==> config.mk <==
export PLATFORM = sky130hd
export DESIGN_NAME = rst_seq_ctrl_flat
export DESIGN_NICKNAME = d
export VERILOG_FILES = /design/src/rtl/rst_seq_ctrl_if.sv /design/src/rtl/rst_seq_ctrl.sv /design/src/flat_wrapper.sv
export SDC_FILE = /design/constraint.sdc
export NUM_CORES = 1
export LEC_CHECK = 0
export CAP_MARGIN = 20
export CORE_UTILIZATION = 30
export CTS_CLUSTER_SIZE = 14
export DETAILED_ROUTE_END_ITERATION = 8
export PLACE_DENSITY = 0.45
export SYNTH_ARGS = -nofsm -noshare
export SYNTH_HDL_FRONTEND = slang
export SYNTH_SLANG_ARGS = --single-unit
==> constraint.sdc <==
create_clock -name i_clk -period 2.9 [get_ports i_clk]
set_clock_uncertainty 0.2 [all_clocks]
set_input_delay 0.435 -clock i_clk [delete_from_list [all_inputs] [get_ports i_clk]]
set_output_delay 0.435 -clock i_clk [all_outputs]
set_load 0.02 [all_outputs]
==> src/rtl/rst_seq_ctrl_if.sv <==
// Sequencer <-> sub-block bundle: soft-reset request and ready acks in, per-stage resets and status out.
// master = sequencer side, slave = consumer/stimulus side; no flow control beyond the per-stage ready ack.
interface rst_seq_ctrl_if #(
  parameter int NUM_DOM = 3
) ();
  localparam int IDX_W = (NUM_DOM > 1) ? $clog2(NUM_DOM) : 1;

  logic               sw_rst_req;
  logic [NUM_DOM-1:0] dom_rdy;
  logic [NUM_DOM-1:0] dom_rst;
  logic [IDX_W-1:0]   cur_stage;
  logic               seq_busy;
  logic               seq_done;
  logic               seq_err;

  modport master (
    input  sw_rst_req, dom_rdy,
    output dom_rst, cur_stage, seq_busy, seq_done, seq_err
  );

  modport slave (
    output sw_rst_req, dom_rdy,
    input  dom_rst, cur_stage, seq_busy, seq_done, seq_err
  );
endinterface

==> src/rtl/rst_seq_ctrl.sv <==
// Releases NUM_DOM sub-block resets in index order, each after HOLD_CYC cycles and its ready ack; registered outputs.
// Backpressure: a stage waits on its ready ack; with RST_SEQ_TIMEOUT_EN defined a stalled ack ends in a sticky error.
module rst_seq_ctrl #(
  parameter int NUM_DOM  = 3,
  parameter int HOLD_CYC = 16,
  parameter int TO_CYC   = 255,
  parameter int CNT_W    = 8
) (
  input  logic           i_clk,
  input  logic           i_rst,
  rst_seq_ctrl_if.master io_seq
);
  localparam int IDX_W = (NUM_DOM > 1) ? $clog2(NUM_DOM) : 1;
  localparam logic [CNT_W-1:0] HOLD_LAST = CNT_W'(HOLD_CYC - 1);
  localparam logic [IDX_W-1:0] IDX_LAST  = IDX_W'(NUM_DOM - 1);

  if (NUM_DOM < 2 || HOLD_CYC < 1 || HOLD_CYC >= 2**CNT_W || TO_CYC >= 2**CNT_W) begin : g_bad_param
    $error("rst_seq_ctrl: parameter out of range");
  end

  typedef enum logic [1:0] {
    S_ASSERT,
    S_WAIT,
`ifdef RST_SEQ_TIMEOUT_EN
    S_ERR,
`endif
    S_DONE
  } state_t;

  state_t             r_state, w_state;
  logic [CNT_W-1:0]   r_cnt, w_cnt;
  logic [IDX_W-1:0]   r_idx, w_idx, w_idx_inc;
  logic [NUM_DOM-1:0] r_dom_rst, w_dom_rst;
  logic               r_busy, w_busy;
  logic               r_done, w_done;
  logic               r_sw_q;
  logic               w_sw_rise;
  logic               w_rdy_cur;
  logic               w_holding;

`ifdef RST_SEQ_TIMEOUT_EN
  localparam logic [CNT_W-1:0] TO_LAST = CNT_W'(TO_CYC - 1);
  logic r_err, w_err;
  logic r_to_ph, w_to_ph;
  // Shared counter: first the hold interval, then (r_to_ph=1) the ready timeout.
  assign w_holding = !r_to_ph && (r_cnt != HOLD_LAST);
`else
  assign w_holding = (r_cnt != HOLD_LAST);
`endif

  assign w_sw_rise = io_seq.sw_rst_req & ~r_sw_q;
  assign w_rdy_cur = io_seq.dom_rdy[r_idx];
  assign w_idx_inc = r_idx + IDX_W'(1);

  always_comb begin
    w_state   = r_state;
    w_cnt     = r_cnt;
    w_idx     = r_idx;
    w_dom_rst = r_dom_rst;
    w_busy    = r_busy;
    w_done    = r_done;
`ifdef RST_SEQ_TIMEOUT_EN
    w_err     = r_err;
    w_to_ph   = r_to_ph;
`endif
    if (w_sw_rise) begin
      w_state   = S_ASSERT;
      w_cnt     = '0;
      w_idx     = '0;
      w_dom_rst = '1;
      w_busy    = 1'b1;
      w_done    = 1'b0;
`ifdef RST_SEQ_TIMEOUT_EN
      w_err     = 1'b0;
      w_to_ph   = 1'b0;
`endif
    end else begin
      case (r_state)
        S_ASSERT: begin
          if (r_cnt == HOLD_LAST) begin
            w_cnt        = '0;
            w_dom_rst[0] = 1'b0;
            w_state      = S_WAIT;
          end else begin
            w_cnt = r_cnt + CNT_W'(1);
          end
        end
        S_WAIT: begin
          if (w_holding) begin
            w_cnt = r_cnt + CNT_W'(1);
          end else if (w_rdy_cur) begin
            w_cnt = '0;
`ifdef RST_SEQ_TIMEOUT_EN
            w_to_ph = 1'b0;
`endif
            if (r_idx == IDX_LAST) begin
              w_state = S_DONE;
              w_busy  = 1'b0;
              w_done  = 1'b1;
            end else begin
              w_idx                = w_idx_inc;
              w_dom_rst[w_idx_inc] = 1'b0;
            end
          end
`ifdef RST_SEQ_TIMEOUT_EN
          else if (!r_to_ph) begin
            w_to_ph = 1'b1;
            w_cnt   = '0;
          end else if (r_cnt == TO_LAST) begin
            w_state = S_ERR;
            w_err   = 1'b1;
            w_busy  = 1'b0;
          end else begin
            w_cnt = r_cnt + CNT_W'(1);
          end
`endif
        end
        default: ;
      endcase
    end
  end

  always_ff @(posedge i_clk or posedge i_rst) begin
    if (i_rst) begin
      r_state   <= S_ASSERT;
      r_cnt     <= '0;
      r_idx     <= '0;
      r_dom_rst <= '1;
      r_busy    <= 1'b1;
      r_done    <= 1'b0;
      r_sw_q    <= 1'b0;
`ifdef RST_SEQ_TIMEOUT_EN
      r_err     <= 1'b0;
      r_to_ph   <= 1'b0;
`endif
    end else begin
      r_state   <= w_state;
      r_cnt     <= w_cnt;
      r_idx     <= w_idx;
      r_dom_rst <= w_dom_rst;
      r_busy    <= w_busy;
      r_done    <= w_done;
      r_sw_q    <= io_seq.sw_rst_req;
`ifdef RST_SEQ_TIMEOUT_EN
      r_err     <= w_err;
      r_to_ph   <= w_to_ph;
`endif
    end
  end

  assign io_seq.dom_rst   = r_dom_rst;
  assign io_seq.cur_stage = r_idx;
  assign io_seq.seq_busy  = r_busy;
  assign io_seq.seq_done  = r_done;
`ifdef RST_SEQ_TIMEOUT_EN
  assign io_seq.seq_err   = r_err;
`else
  assign io_seq.seq_err   = 1'b0;
`endif
endmodule

==> src/flat_wrapper.sv <==
// flat-port wrapper written by rule: the top's interface ports become plain ports
module rst_seq_ctrl_flat 
#(
  parameter int NUM_DOM  = 3,
  parameter int HOLD_CYC = 16,
  parameter int TO_CYC   = 255,
  parameter int CNT_W    = 8
)
  (i_clk, i_rst, io_seq_sw_rst_req, io_seq_dom_rdy, io_seq_dom_rst, io_seq_cur_stage, io_seq_seq_busy, io_seq_seq_done, io_seq_seq_err);
  rst_seq_ctrl_if #(.NUM_DOM(NUM_DOM)) io_seq_i ();
  input  logic i_clk;
  input  logic i_rst;
  input wire logic [$bits(io_seq_i.sw_rst_req)-1:0] io_seq_sw_rst_req;
  input wire logic [$bits(io_seq_i.dom_rdy)-1:0] io_seq_dom_rdy;
  output wire logic [$bits(io_seq_i.dom_rst)-1:0] io_seq_dom_rst;
  output wire logic [$bits(io_seq_i.cur_stage)-1:0] io_seq_cur_stage;
  output wire logic [$bits(io_seq_i.seq_busy)-1:0] io_seq_seq_busy;
  output wire logic [$bits(io_seq_i.seq_done)-1:0] io_seq_seq_done;
  output wire logic [$bits(io_seq_i.seq_err)-1:0] io_seq_seq_err;
  assign io_seq_i.sw_rst_req = io_seq_sw_rst_req;
  assign io_seq_i.dom_rdy = io_seq_dom_rdy;
  assign io_seq_dom_rst = io_seq_i.dom_rst;
  assign io_seq_cur_stage = io_seq_i.cur_stage;
  assign io_seq_seq_busy = io_seq_i.seq_busy;
  assign io_seq_seq_done = io_seq_i.seq_done;
  assign io_seq_seq_err = io_seq_i.seq_err;
  rst_seq_ctrl #(.NUM_DOM(NUM_DOM), .HOLD_CYC(HOLD_CYC), .TO_CYC(TO_CYC), .CNT_W(CNT_W)) u_core (.i_clk(i_clk), .i_rst(i_rst), .io_seq(io_seq_i));
endmodule
==> impl_metrics.toml, run 1 <==
[outcome]
status = "finished, final reports clean"

[power]
vdd_drop_max_v = 0.000422
power.density_mw_per_mm2 = 529
leakage_nw = 0.512

[clocking]
cts_max_path_buffers = 2
clock_latency_ns = 0.30
cts_root_buf = "clkbuf_4"
cts_sinks = 18
hold_buffers = 0
cts_setup_buffers = 0
ctsResizeCount = 0
tritoncts = "done"
clkTransAtPathRegs_ns = 0.11
cts_made_buffers = 3
cts_htree_levels = 1

[timing]
worstMarginPinSlew_ns = 0.718
rsz0062_at_grt = "false"
finalHoldViolations = 0
maxSlewHeadroom_pct = 52.1
hold_slack_ns = 0.284
period_share_pct = 72.0
max_freq_mhz = 479
fin_setup_tns_ns = 0
fin_crit_ns = 2.09
maxSlewViolCount = 0
fin_ws_ns = 0.813
finalSetupViolCount = 0

[synthesis]
ys.flop_type = "dfrtp_1"
synth.distinct_cells = 37
ys_warn_count = 0
syn_avg_cell_area_um2 = 9.67
synthArstFlopShare_pct = 100
syn_inst = 104
synth-seq-cells = 18
synth-edff-count = 0
syn-num-nets = 115
synth_area_mm2 = 0.00101
seq_area_frac_synth_pct = 45.3

[critical_path]
slowest_stage = "clkdlybuf4s50_1"
crit_family = "buffers and inverters"
worst_path_largest_cell_delay_ns = 0.66
crit_fanout = 8
worstPathRequired_ns = 2.27
crit_type = "reg -> out"
startpoint_type = "flip-flop"
end_kind = "output port"
cp_num_buf_inv = 1
cp_cell_sequence = "clkdlybuf4s50_1"
worst_ep_arrival_time_ns = 1.45

[floorplan]
core_area_mm2 = 0.00313
ioPinCount = 14
rows = 20
die_width_um = 59.9
start_util_pct = 32.2
dieArea_mm2 = 0.00359
die_h_um = 59.9

[layout]
fin_nets = 128
diodes = 0
n_fill_cell = 320
final_common_cell = "dfrtp_1"
final_util_pct = 38.4
drive_gt1_share_pct = 7.76
area_growth_pct = 19.4
fin_cells = 160
layout_common_cells = "dfrtp_1, clkdlybuf4s50_1, nand2_1, nor2_1, nand3_1"

[grt]
grt_pass1_wl_um = 3660
grt_remaining_overflow = 0
track_usage_pct = 14.0
grt_max_degree = 19
grt_pass1_vias = 770
antenna_found_initial = 0

[detailed_routing]
routedWlPerCell_um = 13.1
drtAntennaViolNets = 0
viasPerCell = 4.97
drc_errors = 0
drtIter0Drc = 20
vias = 795
wl_um = 2100
dr.pass1.iters = 4

[place]
post-place-ws_ns = 0.720
gp_congestion = 0.760
dp.cells = 156
io_buffers = 12
dp_hpwl_um = 1490

[hold_path]
hp-class = "reg -> reg"

[run]
cap_viol_max_count = 0
[metrics by stage]
step,instance area (um2),total power [W]
global placement,1160,0.000482
CTS,1200,0.000645
finish,1200,0.000635
global route,1200,0.000687
floorplan,1010,0.000436
detailed placement,1160,0.000480
[registers in the layout (all words and copies together), names as in the netlist]
signal and flops:
u_core.io_seq.dom_rst 3, u_core.r_state 2, u_core.r_cnt 8, u_core.io_seq.seq_done 1, u_core.io_seq.cur_stage 2, u_core.r_sw_q 1, u_core.io_seq.seq_busy 1
[synthesized netlist by cell type, types with 2 or more instances]
library cell	n	area share, %
nand2b_1	2	1.2
o211a_1	2	2.0
nand3_1	6	3.0
nor2_1	8	3.0
nor2b_1	2	1.2
a21oi_1	3	1.5
and2_1	2	1.2
dfstp_2	4	10
o21ai_0	2	1.0
clkbuf_1	3	1.1
o211ai_1	2	1.5
mux2i_1	3	3.0
and4b_1	2	2.0
nor3_1	3	1.5
inv_1	5	1.9
dfrtp_1	14	35
xor2_1	3	2.6
ha_1	5	6.2
nand4b_1	3	2.6
nand4_1	2	1.2
a31oi_1	4	2.5
nand2_1	9	3.4
[layer usage]
layer	vias to the layer above	GRT usage, %	share of wire (%)
met4	0	3.65	0.90
met1	383	19.4	52
met2	10	20.6	44
li1	400	-	-
met3	2	4.76	2.5
met5	-	0	0
[cell type report]
class	instances	area [um2]	area share, %
Multi-Input combinational cell	76	508	42.3
Sequential cell	18	455	37.9
Timing Repair Buffer	13	128	10.6
Tap cell	44	55.1	4.58
Clock buffer	4	36.3	3.02
Inverter	5	18.8	1.56
[path summary, 6_finish.rpt]
| kind | startpoint | end | slack, ns | cells after the start |
|---|---|---|---|---|
| worst min-delay path | u_core.io_seq.dom_rst[0]$_DFFE_PP1P_ | u_core.io_seq.dom_rst[0]$_DFFE_PP1P_ | 0.28 | 2 |
| min in group asynchronous | i_rst | u_core.r_cnt[2]$_DFFE_PP0P_ | 0.34 | 2 |
| worst max-delay path | u_core.io_seq.cur_stage[0]$_DFFE_PP0P_ | io_seq_cur_stage[0] | 0.81 | 1 |
| worst max register to register | u_core.r_cnt[1]$_DFFE_PP0P_ | u_core.r_cnt[7]$_DFFE_PP0P_ | 0.89 | 5 |
| max in group asynchronous | i_rst | u_core.io_seq.cur_stage[0]$_DFFE_PP0P_ | 1.70 | 2 |
| worst min register to register | u_core.io_seq.dom_rst[0]$_DFFE_PP1P_ | u_core.io_seq.dom_rst[0]$_DFFE_PP1P_ | 0.28 | 2 |
[where the power goes]
group          internal [W]  switching [W]
logic             0.0000727      0.0000761
registers          0.000285      0.0000433
clock network     0.0000765      0.0000814
total              0.000434       0.000201
[cell families after synthesis]
group	after synthesis	synth area share [%]
AO/OA/AOI/OAI	19	13.2
XOR/XNOR	3	2.61
adder cells (fa/ha/maj)	5	6.22
buffers and inverters	10	4.23
flip-flops	18	45.3
multiplexers	3	2.99
other	1	0.373
AND/OR/NAND/NOR	45	25.1
No activity file was read; power rests on OpenSTA's default activity.
==> run 2, diff against run 1 <==
- clock period: 2.9 -> 2 ns (I/O delays scaled with it)
==> impl_metrics.toml, run 2 (same netlist as run 1, synthesis figures left out) <==
[place]
dp.cells = 167
gp_congestion = 0.707
post-place-ws_ns = 0.0306
io_buffers = 12
dp_hpwl_um = 1620

[timing]
rsz0062_at_grt = "false"
maxSlewViolCount = 0
finalHoldViolations = 0
fin_ws_ns = 0.0586
max_freq_mhz = 515
period_share_pct = 97.1
hold_slack_ns = 0.120
fin_crit_ns = 1.94
finalSetupViolCount = 0
fin_setup_tns_ns = 0

[detailed_routing]
vias = 851
dr.pass1.iters = 4
drtIter0Drc = 22
drtAntennaViolNets = 0
drc_errors = 0
wl_um = 2200
viasPerCell = 4.98
routedWlPerCell_um = 12.9

[layout]
fin_cells = 171
final_common_cell = "dfrtp_1"
fin_nets = 139
top_register = "u_core.r_cnt"
largest_register_ffs = 8
layout_common_cells = "dfrtp_1, buf_4, clkdlybuf4s50_1, nand2_1, nor2_1"
drive_gt1_share_pct = 16.5
diodes = 0
area_growth_pct = 28.0

[floorplan]
dieArea_mm2 = 0.00359
core_area_mm2 = 0.00313
start_util_pct = 32.2
die_h_um = 59.9
die_width_um = 59.9
rows = 20
ioPinCount = 14

[power]
leakage_nw = 0.584
fin_total_pwr_w = 0.000967
power.density_mw_per_mm2 = 751
vdd_drop_max_v = 0.000485

[critical_path]
r2r_cells = 6
worst_path_largest_cell_delay_ns = 0.60
cp.depth = 1
crit_end = "io_seq_dom_rst[0]"
rrSetupSlack_ns = 0.17
cp_num_buf_inv = 1
r2r-end = "u_core.r_cnt[0]$_DFFE_PP0P_"
worst_ep_arrival_time_ns = 1.44
slowest_stage = "clkdlybuf4s50_1"
cp_cell_sequence = "clkdlybuf4s50_1"
startpoint_type = "flip-flop"
reg2reg_from = "u_core.r_cnt[0]$_DFFE_PP0P_"
crit_type = "reg -> out"
crit_family = "buffers and inverters"
worstPathRequired_ns = 1.50
end_kind = "output port"
crit_start = "u_core.io_seq.dom_rst[0]$_DFFE_PP1P_"
crit_fanout = 2

[clocking]
tritoncts = "done"
cts_htree_levels = 1
cts_max_path_buffers = 2
clock_latency_ns = 0.30
hold_buffers = 0
cts_made_buffers = 3
cts_sinks = 18
cts_root_buf = "clkbuf_4"
clkTransAtPathRegs_ns = 0.11

[grt]
grt_pass1_wl_um = 3630
track_usage_pct = 13.7
grt_max_degree = 19
grt_pass1_vias = 796
grt_remaining_overflow = 0
antenna_found_initial = 0

[hold_path]
hp-class = "in -> async"

[outcome]
status = "finished, final reports clean"

[run]
cap_viol_max_count = 0
run 2: cell count changes in the layout (fill, tap and decap cells not counted), sizes merged:
cell / previous run / this run
buf: 1 / 12
clkdlybuf4s50: 12 / 11
dlymetal6s2s: 0 / 1
run 2: worst min path at each step:
| stage | startpoint | end | slack, ns |
|---|---|---|---|
| 2_1_floorplan | i_rst | u_core.io_seq.cur_stage[0]$_DFFE_PP0P_ | 0.04 |
| 3_3_place_gp | u_core.io_seq.dom_rst[0]$_DFFE_PP1P_ | u_core.io_seq.dom_rst[0]$_DFFE_PP1P_ | 0.26 |
| 3_5_place_dp | u_core.io_seq.dom_rst[0]$_DFFE_PP1P_ | u_core.io_seq.dom_rst[0]$_DFFE_PP1P_ | 0.26 |
| 4_1_cts | i_rst | u_core.io_seq.seq_done$_DFFE_PP0P_ | 0.13 |
| 5_1_grt | i_rst | u_core.io_seq.seq_done$_DFFE_PP0P_ | 0.14 |
| 6_report | i_rst | u_core.io_seq.cur_stage[1]$_DFFE_PP0P_ | 0.12 |
run 2: metal layers:
metal / part of all wire [%] / vias to the layer above / wire, um / GRT usage [%]
met4: 1.0 / 0 / 22 / 2.99
met2: 45 / 12 / 990 / 22.1
met3: 2.5 / 2 / 56 / 4.55
li1: - / 422 / - / -
met5: 0 / - / 0 / 0
met1: 51 / 415 / 1130 / 17.9
run 2: cell type report:
type	instances	area, um2
Inverter	5	18.8
Fill cell	321	1840
Tap cell	44	55.1
Multi-Input combinational cell	76	508
Timing Repair Buffer	24	213
Sequential cell	18	457
Clock buffer	4	36.3
run 2: what timing repair did:
action	4_1_cts	5_1_grt
endpoints found under the setup margin	0	2
buffers inserted	0	0
gates resized for setup	0	2
run 2: where the power goes:
group          internal, W  switching (W)
sequential        0.000413      0.0000471
clock             0.000111       0.000120
combinational     0.000138       0.000138
total             0.000663       0.000304
run 2: worst register-to-register path, delay by kind of cell, from the launching register on:
kind	cells	cell delay, ns
AOI/OAI and AO/OA	3	0.50
adders and majority gates	1	0.26
buffers and inverters	1	0.15
DFF	1	0.44
and+or+nand+nor	1	0.23
run 2: through the flow:
stage / util (%) / area (um2)
finish: 41.2 / 1290
global route: 41.2 / 1290
CTS: 41.0 / 1280
detailed placement: 39.9 / 1250
global placement: 39.9 / 1250
floorplan: - / 1010
==> run 3, diff against run 2 <==
- CORE_UTILIZATION: 30 -> 52
- PLACE_DENSITY: 0.45 -> 0.72
==> impl_metrics.toml, run 3 (same netlist as run 1, synthesis figures left out) <==
[outcome]
status = "finished, final reports clean"

[floorplan]
core_area_mm2 = 0.00176
rows = 15
ioPinCount = 14
die_width_um = 46.0
dieArea_mm2 = 0.00211
die_h_um = 46.0
start_util_pct = 57.0

[run]
cap_viol_max_count = 0

[hold_path]
hp-class = "in -> async"

[critical_path]
cp_num_buf_inv = 1
worstPathRequired_ns = 1.50
cp_cell_sequence = "clkdlybuf4s50_1"
crit_type = "reg -> out"
worst_ep_arrival_time_ns = 1.43
worst_path_largest_cell_delay_ns = 0.59
startpoint_type = "flip-flop"
end_kind = "output port"
crit_fanout = 2
slowest_stage = "clkdlybuf4s50_1"
crit_family = "buffers and inverters"

[detailed_routing]
wl_um = 2060
vias = 836
drtIter0Drc = 20
dr.pass1.iters = 5
routedWlPerCell_um = 13.8
drc_errors = 0
drtAntennaViolNets = 0
viasPerCell = 5.61

[layout]
largest_register_ffs = 8
area_growth_pct = 22.9
n_fill_cell = 145
fin_cells = 149
top_register = "u_core.r_cnt"
final-seq-area_um2 = 457
drive_gt1_share_pct = 14.5
diodes = 0
fin_nets = 136
final_common_cell = "dfrtp_1"
multiInputGateArea_um2 = 513
layout_common_cells = "dfrtp_1, clkdlybuf4s50_1, nand2_1, buf_4, nor2_1"

[clocking]
cts_max_path_buffers = 2
cts_root_buf = "clkbuf_4"
cts_made_buffers = 3
hold_buffers = 0
cts_sinks = 18
cts_htree_levels = 1
clkTransAtPathRegs_ns = 0.11
cts_setup_buffers = 0
ctsResizeCount = 0
clock_latency_ns = 0.29
tritoncts = "done"

[grt]
track_usage_pct = 22.3
grt_pass1_vias = 715
grt_max_degree = 19
antenna_found_initial = 0
grt_remaining_overflow = 0
grt_pass1_wl_um = 3260

[timing]
finalSetupViolCount = 0
rsz0062_at_grt = "false"
fin_setup_tns_ns = 0
fin_crit_ns = 1.93
max_freq_mhz = 519
period_share_pct = 96.4
maxSlewViolCount = 0
finalHoldViolations = 0

[place]
dp_hpwl_um = 1500
dp.cells = 145
io_buffers = 12
gp_congestion = 0.851

[power]
p_seq_share_pct = 51.4
vdd_drop_max_v = 0.000655
power_frac_comb_pct = 27.8
p_sw_w = 0.000296
leakage_nw = 0.564
clkPwrFrac_pct = 20.8
switching_share_pct = 32.3
intPower_w = 0.000621
power.density_mw_per_mm2 = 741
==> run 3: through the flow <==
stage	setup WS, ns	util, %	hold WS, ns	power [W]	area [um2]
2_1_floorplan	0.205	-	0.0357	0.000632	1010
3_3_place_gp	0.0686	68.1	0.259	0.000712	1200
3_5_place_dp	0.0284	68.1	0.265	0.000725	1200
4_1_cts	0.0535	69.6	0.103	0.000917	1230
5_1_grt	0.0188	70.1	0.134	0.000979	1240
6_report	0.0717	70.1	0.104	0.000916	1240
==> run 3: worst paths after layout <==
kind | startpoint | to | slack (ns) | cells after the start
max in group asynchronous | i_rst | u_core.io_seq.dom_rst[0]$_DFFE_PP1P_ | 1.22 | 3
worst max-delay path | u_core.io_seq.seq_busy$_DFFE_PP1P_ | io_seq_seq_busy | 0.07 | 1
worst min-delay path | i_rst | u_core.r_cnt[7]$_DFFE_PP0P_ | 0.10 | 3
worst max register to register | u_core.r_cnt[0]$_DFFE_PP0P_ | u_core.r_cnt[5]$_DFFE_PP0P_ | 0.14 | 6
min in group i_clk | u_core.io_seq.dom_rst[0]$_DFFE_PP1P_ | u_core.io_seq.dom_rst[0]$_DFFE_PP1P_ | 0.27 | 2
worst min register to register | u_core.io_seq.dom_rst[0]$_DFFE_PP1P_ | u_core.io_seq.dom_rst[0]$_DFFE_PP1P_ | 0.27 | 2
==> run 3: per-layer routing <==
layer / wire length (um) / GRT usage [%] / vias to the layer above
met5: 0 / 0 / -
met3: 36 / 3.57 / 4
met1: 1030 / 31.3 / 408
met4: 24 / 8.82 / 0
li1: - / - / 412
met2: 972 / 34.1 / 12
==> run 3: power by group through the flow <==
stage / clock network (W) / logic (W) / registers [W]
after floorplan: 0 / 0.000162 / 0.000470
after CTS: 0.000198 / 0.000251 / 0.000468
after global routing: 0.000212 / 0.000287 / 0.000479
after global placement: 0 / 0.000240 / 0.000472
final: 0.000191 / 0.000255 / 0.000471
after detailed placement: 0 / 0.000251 / 0.000475
==> run 3: area by class of cell <==
type / count / share of cell area [%]
clock buffers: 4 / 2.13
inverters: 5 / 1.52
multi-input cells: 76 / 41.5
flip-flops and latches: 18 / 36.9
well taps: 25 / 2.53
repair buffers: 21 / 15.4
